## src/rtl/pipeline_arbiter_round_robin_if.sv

```systemverilog
// Handshake bundle for pipeline_arbiter_round_robin: per-requester ready/valid inputs and one buffered output.
// Carries input_last/output_last only when PIPELINE_ARBITER_PACKET_LOCK_EN is defined.
interface pipeline_arbiter_round_robin_if #(
    parameter int WORD_WIDTH   = 8,
    parameter int INPUT_COUNT  = 4,
    parameter int SOURCE_WIDTH = 2
);
    logic [INPUT_COUNT-1:0]            input_valid;
    logic [INPUT_COUNT-1:0]            input_ready;
    logic [INPUT_COUNT*WORD_WIDTH-1:0] input_data;
    logic                              output_valid;
    logic                              output_ready;
    logic [WORD_WIDTH-1:0]             output_data;
    logic [SOURCE_WIDTH-1:0]           output_source;
`ifdef PIPELINE_ARBITER_PACKET_LOCK_EN
    logic [INPUT_COUNT-1:0]            input_last;
    logic                              output_last;

    // master: requesters plus downstream consumer; slave: the arbiter
    modport master (
        output input_valid, input_data, input_last, output_ready,
        input  input_ready, output_valid, output_data, output_source, output_last
    );
    modport slave (
        input  input_valid, input_data, input_last, output_ready,
        output input_ready, output_valid, output_data, output_source, output_last
    );
`else
    modport master (
        output input_valid, input_data, output_ready,
        input  input_ready, output_valid, output_data, output_source
    );
    modport slave (
        input  input_valid, input_data, output_ready,
        output input_ready, output_valid, output_data, output_source
    );
`endif
endinterface

```

## src/rtl/pipeline_arbiter_round_robin.sv

```systemverilog
// Round-robin arbiter feeding a single half-buffer stage shared by INPUT_COUNT requesters.
// Optional packet lock (hold grant until input_last) enabled by PIPELINE_ARBITER_PACKET_LOCK_EN.
module pipeline_arbiter_round_robin #(
    parameter int WORD_WIDTH   = 8,
    parameter int INPUT_COUNT  = 4,
    parameter int SOURCE_WIDTH = 2
) (
    input logic                          clock,
    input logic                          clear,
    pipeline_arbiter_round_robin_if.slave bus
);
    typedef enum logic {
        EMPTY = 1'b0,
        FULL  = 1'b1
    } state_t;

    state_t                  state_reg;
    logic [SOURCE_WIDTH-1:0] pointer_reg;
    logic                    output_valid_reg;
    logic [WORD_WIDTH-1:0]   output_data_reg;
    logic [SOURCE_WIDTH-1:0] output_source_reg;

    logic [WORD_WIDTH-1:0]   word_array [INPUT_COUNT];
    logic                    grant_found;
    logic [SOURCE_WIDTH-1:0] grant_index;
    logic [SOURCE_WIDTH-1:0] next_pointer;
    logic [SOURCE_WIDTH:0]   search_sum;
    logic [SOURCE_WIDTH-1:0] search_index;
    logic                    load_enable;

`ifdef PIPELINE_ARBITER_PACKET_LOCK_EN
    logic                    lock_reg;
    logic [SOURCE_WIDTH-1:0] lock_source_reg;
    logic                    output_last_reg;
`endif

    genvar gi;
    generate
        for (gi = 0; gi < INPUT_COUNT; gi++) begin : g_slice
            assign word_array[gi] = bus.input_data[gi*WORD_WIDTH +: WORD_WIDTH];
        end
    endgenerate

    // Search starts at the priority pointer and wraps; the first valid requester wins.
    always_comb begin
        grant_found  = 1'b0;
        grant_index  = pointer_reg;
        search_sum   = '0;
        search_index = '0;
        for (int k = 0; k < INPUT_COUNT; k++) begin
            search_sum = {1'b0, pointer_reg} + (SOURCE_WIDTH+1)'(k);
            if (search_sum >= (SOURCE_WIDTH+1)'(INPUT_COUNT)) begin
                search_sum = search_sum - (SOURCE_WIDTH+1)'(INPUT_COUNT);
            end
            search_index = search_sum[SOURCE_WIDTH-1:0];
            if (!grant_found && bus.input_valid[search_index]) begin
                grant_found = 1'b1;
                grant_index = search_index;
            end
        end
`ifdef PIPELINE_ARBITER_PACKET_LOCK_EN
        // Mid-packet, only the locked requester may be granted.
        if (lock_reg) begin
            grant_found = bus.input_valid[lock_source_reg];
            grant_index = lock_source_reg;
        end
`endif
    end

    assign next_pointer = (grant_index == SOURCE_WIDTH'(INPUT_COUNT - 1)) ? '0
                                                                         : grant_index + 1'b1;
    assign load_enable  = (state_reg == EMPTY) && !clear && grant_found;

    generate
        for (gi = 0; gi < INPUT_COUNT; gi++) begin : g_ready
            assign bus.input_ready[gi] = load_enable && (grant_index == SOURCE_WIDTH'(gi));
        end
    endgenerate

    always_ff @(posedge clock) begin
        if (clear) begin
            state_reg         <= EMPTY;
            pointer_reg       <= '0;
            output_valid_reg  <= 1'b0;
            output_data_reg   <= '0;
            output_source_reg <= '0;
`ifdef PIPELINE_ARBITER_PACKET_LOCK_EN
            lock_reg          <= 1'b0;
            lock_source_reg   <= '0;
            output_last_reg   <= 1'b0;
`endif
        end else begin
            case (state_reg)
                EMPTY: begin
                    if (load_enable) begin
                        state_reg         <= FULL;
                        output_valid_reg  <= 1'b1;
                        output_data_reg   <= word_array[grant_index];
                        output_source_reg <= grant_index;
`ifdef PIPELINE_ARBITER_PACKET_LOCK_EN
                        output_last_reg   <= bus.input_last[grant_index];
                        if (bus.input_last[grant_index]) begin
                            lock_reg    <= 1'b0;
                            pointer_reg <= next_pointer;
                        end else begin
                            lock_reg        <= 1'b1;
                            lock_source_reg <= grant_index;
                        end
`else
                        pointer_reg       <= next_pointer;
`endif
                    end
                end
                FULL: begin
                    // Data and source stay put after the word leaves.
                    if (bus.output_ready) begin
                        state_reg        <= EMPTY;
                        output_valid_reg <= 1'b0;
                    end
                end
                default: begin
                    state_reg        <= EMPTY;
                    output_valid_reg <= 1'b0;
                end
            endcase
        end
    end

    assign bus.output_valid  = output_valid_reg;
    assign bus.output_data   = output_data_reg;
    assign bus.output_source = output_source_reg;
`ifdef PIPELINE_ARBITER_PACKET_LOCK_EN
    assign bus.output_last   = output_last_reg;
`endif

endmodule

```

## src/flat_wrapper.sv

```systemverilog
// flat-port wrapper written by rule: the top's interface ports become plain ports
module pipeline_arbiter_round_robin_flat 
#(
    parameter int WORD_WIDTH   = 8,
    parameter int INPUT_COUNT  = 4,
    parameter int SOURCE_WIDTH = 2
)
  (clock, clear, bus_input_valid, bus_input_data, bus_output_ready, bus_input_ready, bus_output_valid, bus_output_data, bus_output_source);
  pipeline_arbiter_round_robin_if #(.WORD_WIDTH(WORD_WIDTH), .INPUT_COUNT(INPUT_COUNT), .SOURCE_WIDTH(SOURCE_WIDTH)) bus_i ();
  input logic clock;
  input logic clear;
  input wire logic [$bits(bus_i.input_valid)-1:0] bus_input_valid;
  input wire logic [$bits(bus_i.input_data)-1:0] bus_input_data;
  input wire logic [$bits(bus_i.output_ready)-1:0] bus_output_ready;
  output wire logic [$bits(bus_i.input_ready)-1:0] bus_input_ready;
  output wire logic [$bits(bus_i.output_valid)-1:0] bus_output_valid;
  output wire logic [$bits(bus_i.output_data)-1:0] bus_output_data;
  output wire logic [$bits(bus_i.output_source)-1:0] bus_output_source;
  assign bus_i.input_valid = bus_input_valid;
  assign bus_i.input_data = bus_input_data;
  assign bus_i.output_ready = bus_output_ready;
  assign bus_input_ready = bus_i.input_ready;
  assign bus_output_valid = bus_i.output_valid;
  assign bus_output_data = bus_i.output_data;
  assign bus_output_source = bus_i.output_source;
  pipeline_arbiter_round_robin #(.WORD_WIDTH(WORD_WIDTH), .INPUT_COUNT(INPUT_COUNT), .SOURCE_WIDTH(SOURCE_WIDTH)) u_core (.clock(clock), .clear(clear), .bus(bus_i));
endmodule
```

## config.mk

```make
export PLATFORM = sky130hd
export DESIGN_NAME = pipeline_arbiter_round_robin_flat
export DESIGN_NICKNAME = d
export VERILOG_FILES = /design/src/rtl/pipeline_arbiter_round_robin_if.sv /design/src/rtl/pipeline_arbiter_round_robin.sv /design/src/flat_wrapper.sv
export SDC_FILE = /design/constraint.sdc
export NUM_CORES = 1
export LEC_CHECK = 0
export CAP_MARGIN = 20
export CORE_MARGIN = 1.5
export CORE_UTILIZATION = 39
export CTS_CLUSTER_SIZE = 40
export DETAILED_ROUTE_END_ITERATION = 7
export GPL_ROUTABILITY_DRIVEN = 0
export GPL_TIMING_DRIVEN = 0
export PLACE_DENSITY = 0.95
export SLEW_MARGIN = 20
export SYNTH_ARGS = -nofsm -noshare
export SYNTH_HDL_FRONTEND = slang
export SYNTH_SLANG_ARGS = --single-unit
```

## constraint.sdc

```tcl
create_clock -name clock -period 4.3 [get_ports clock]
set_input_delay 0.645 -clock clock [delete_from_list [all_inputs] [get_ports clock]]
set_output_delay 0.645 -clock clock [all_outputs]
set_load 0.05 [all_outputs]
```

==> impl_metrics.yaml <==
synth:
  synth_nets: 127
  synth_area_sq_um: 852
  yosys.area.top_type: "dfxtp_1"
  netlist_instances: 88
  synth_area_per_cell_sq_um: 9.68
  synthXorXnorAreaFrac: 0.0103
  synth_fa_ha_area_frac: 0
  synth_top_family_by_area: "compound AO/OA/AOI/OAI gates"
  ys_types: 24
  synth.top_cell.area_share: 0.329
  synth_compound_area_frac: 0.235
  ys_seq_area_frac: 0.329
  synth_simple_gate_area_frac: 0.167
  yosys-top-cells-area: "dfxtp_1 (33%), mux2i_1 (21%), o221ai_2 (14%), nor2_1 (4.8%), nand2_1 (4.4%)"
  ys_warn_count: 0
  synth.mux.area_fraction: 0.211
  synth-seq-cells: 14
worst_setup_path:
  crit_path_end: "bus_input_ready[1]"
  cp_max_fo: 10
  endpoint_kind: "output port"
  reg2reg_from: "u_core.pointer_reg[1]"
  reg2reg_depth: 6
  rrSetupSlack_ns: 2.36
  setup.worst_path.class: "primary input to output port"
  arrival_ns: 3.29
  critPathRequiredTime_ns: 3.65
  reg2reg_to: "u_core.bus.output_data[1]"
  cp-startpoint: "bus_input_valid[1]"
  start_kind: "primary input"
clocking:
  cts_max_level: 1
  post_cts_buffers: 0
  clock_latency_ns: 0.27
  clock_sinks: 14
  cts_resized: 0
  clk_path_buf_depth: 2
  tritoncts: "done"
  cts_buffers: 3
  clk_pin_slew_worst_paths_ns: 0.08
  cts_hold_buf: 0
  clock-root-buffer: "clkbuf_4"
global_routing:
  grt-ovfl-total: 0
  grt_pass1_vias: 905
  grt_max_degree: 11
  grt_pass1_wl_mm: 3.75
  grtUsageTotal: 0.200
  antenna_found_initial: 0
sta:
  finalMaxSlewViolations: 0
  finalSetupViolCount: 0
  grt_setup_unrepaired: "false"
  worst_pin_slew_ns: 0.641
  hold_viol: 0
  fmax_mhz: 254
  setup-tns-final_ns: 0
  fin_crit_sh: 0.915
  skew_ns: 0.00658
  period_minus_slack_ns: 3.94
  slew_headroom: 0.571
finish:
  drive_gt1_frac: 0.133
  fill_cells: 151
  antenna_cells: 0
  area_growth_syn_to_layout_pct: 67.7
  largest_register_ffs: 8
  nets: 184
  post-route-util: 0.714
placed_design:
  portBuffers: 52
  dp_hpwl_mm: 1.84
routing:
  drtPass1Iterations: 2
  wl_per_cell_um: 13.7
  viasPerCell: 5.21
  route.detailed.drc: 0
  drtIter0Drc: 9
  ant_nets: 0
  routed_wl_mm: 2.33
  vias: 885
floorplanning:
  core.rowCount: 16
  initial_core_util: 0.426
  coreArea_sq_um: 2000
  die_h_um: 49.7
  die_x_um: 49.7
  pin_count: 54
  die_area_sq_um: 2470
pwr:
  irDropWorstVdd_mv: 0.248
  p_leak_nw: 0.556
  powerDensity_nw_per_um2: 324
worst_hold_path:
  hold_path_class: "register to register"
  min_from: "u_core.bus.output_data[5]"
flow_run:
  cap_violations: 0
outcome:
  status: "complete, no violations"
[kinds of logic after synthesis]
| kind of cell | count (synthesis) |
|---|---|
| AND/OR/NAND/NOR | 29 |
| XOR/XNOR | 1 |
| flip-flops | 14 |
| AO/OA/AOI/OAI | 18 |
| buffers and inverters | 8 |
| multiplexers | 18 |
[Yosys cell counts, drive strengths merged]
cell / count
a21oi: 3
a21bo: 1
nor2b: 1
or4: 1
nor2: 11
buf: 4
o221ai: 8
o311ai: 1
or3b: 1
nor4: 1
nand2b: 2
nand2: 10
dfxtp: 14
inv: 4
a221oi: 1
nand3b: 1
o22a: 1
nor3b: 1
mux2i: 18
xnor2: 1
a211oi: 2
o22ai: 1
[worst max-delay path, stage by stage]
cell	delay [ns]
clkdlybuf4s50_1	0.58
or3b_1	0.16
o311ai_1	0.08
o22a_2	0.28
or4_4	0.49
buf_6	0.17
nor2_1	0.09
clkdlybuf4s50_1	0.81
[area by class of cell]
cell class / count / area [sq um] / share of cell area
clock buffers: 3 / 22.5 / 0.0158
flip-flops and latches: 14 / 280 / 0.196
repair buffers: 52 / 520 / 0.364
well taps: 27 / 33.8 / 0.0236
inverters: 4 / 15.0 / 0.0105
plain buffers: 4 / 25.0 / 0.0175
multi-input cells: 66 / 532 / 0.372
[worst min-delay path by stage]
stage	cells past startpoint	end
2_1_floorplan	2	u_core.pointer_reg[0]
3_3_place_gp	2	u_core.bus.output_data[2]
3_5_place_dp	2	u_core.bus.output_data[5]
4_1_cts	2	u_core.bus.output_data[6]
5_1_grt	2	u_core.bus.output_data[6]
6_report	2	u_core.bus.output_data[5]
[metal layers]
layer	share of wire	up-vias	track usage
met5	0	-	0
met4	0.017	0	0.0972
met3	0.062	4	0.0424
met2	0.51	42	0.367
met1	0.41	401	0.215
li1	-	438	-
[power by group]
group          switching, mW  internal [mW]
sequential            0.0120          0.148
combinational          0.128          0.104
clock                 0.0396         0.0324
total                  0.179          0.284
[through the flow]
step	cells	power (mW)	hold slack, ns	setup slack [ns]	area (sq um)
after floorplan	88	0.310	0.486	1.30	852
after global placement	167	0.389	0.450	0.428	1410
after detailed placement	167	0.395	0.446	0.353	1410
after CTS	170	0.469	0.481	0.346	1430
after global routing	170	0.485	0.496	0.227	1430
final	170	0.463	0.477	0.364	1430
[layout by cell type (no fill, tap or decap), drive strengths merged, types with 2 or more instances in the layout]
master	count
nor2	11
buf	4
dfxtp	14
clkbuf	3
a211oi	2
o221ai	8
inv	4
clkdlybuf4s50	52
a21oi	3
nand2b	2
nand2	10
mux2i	18
Note: power is estimated with default switching activity, not from simulation.
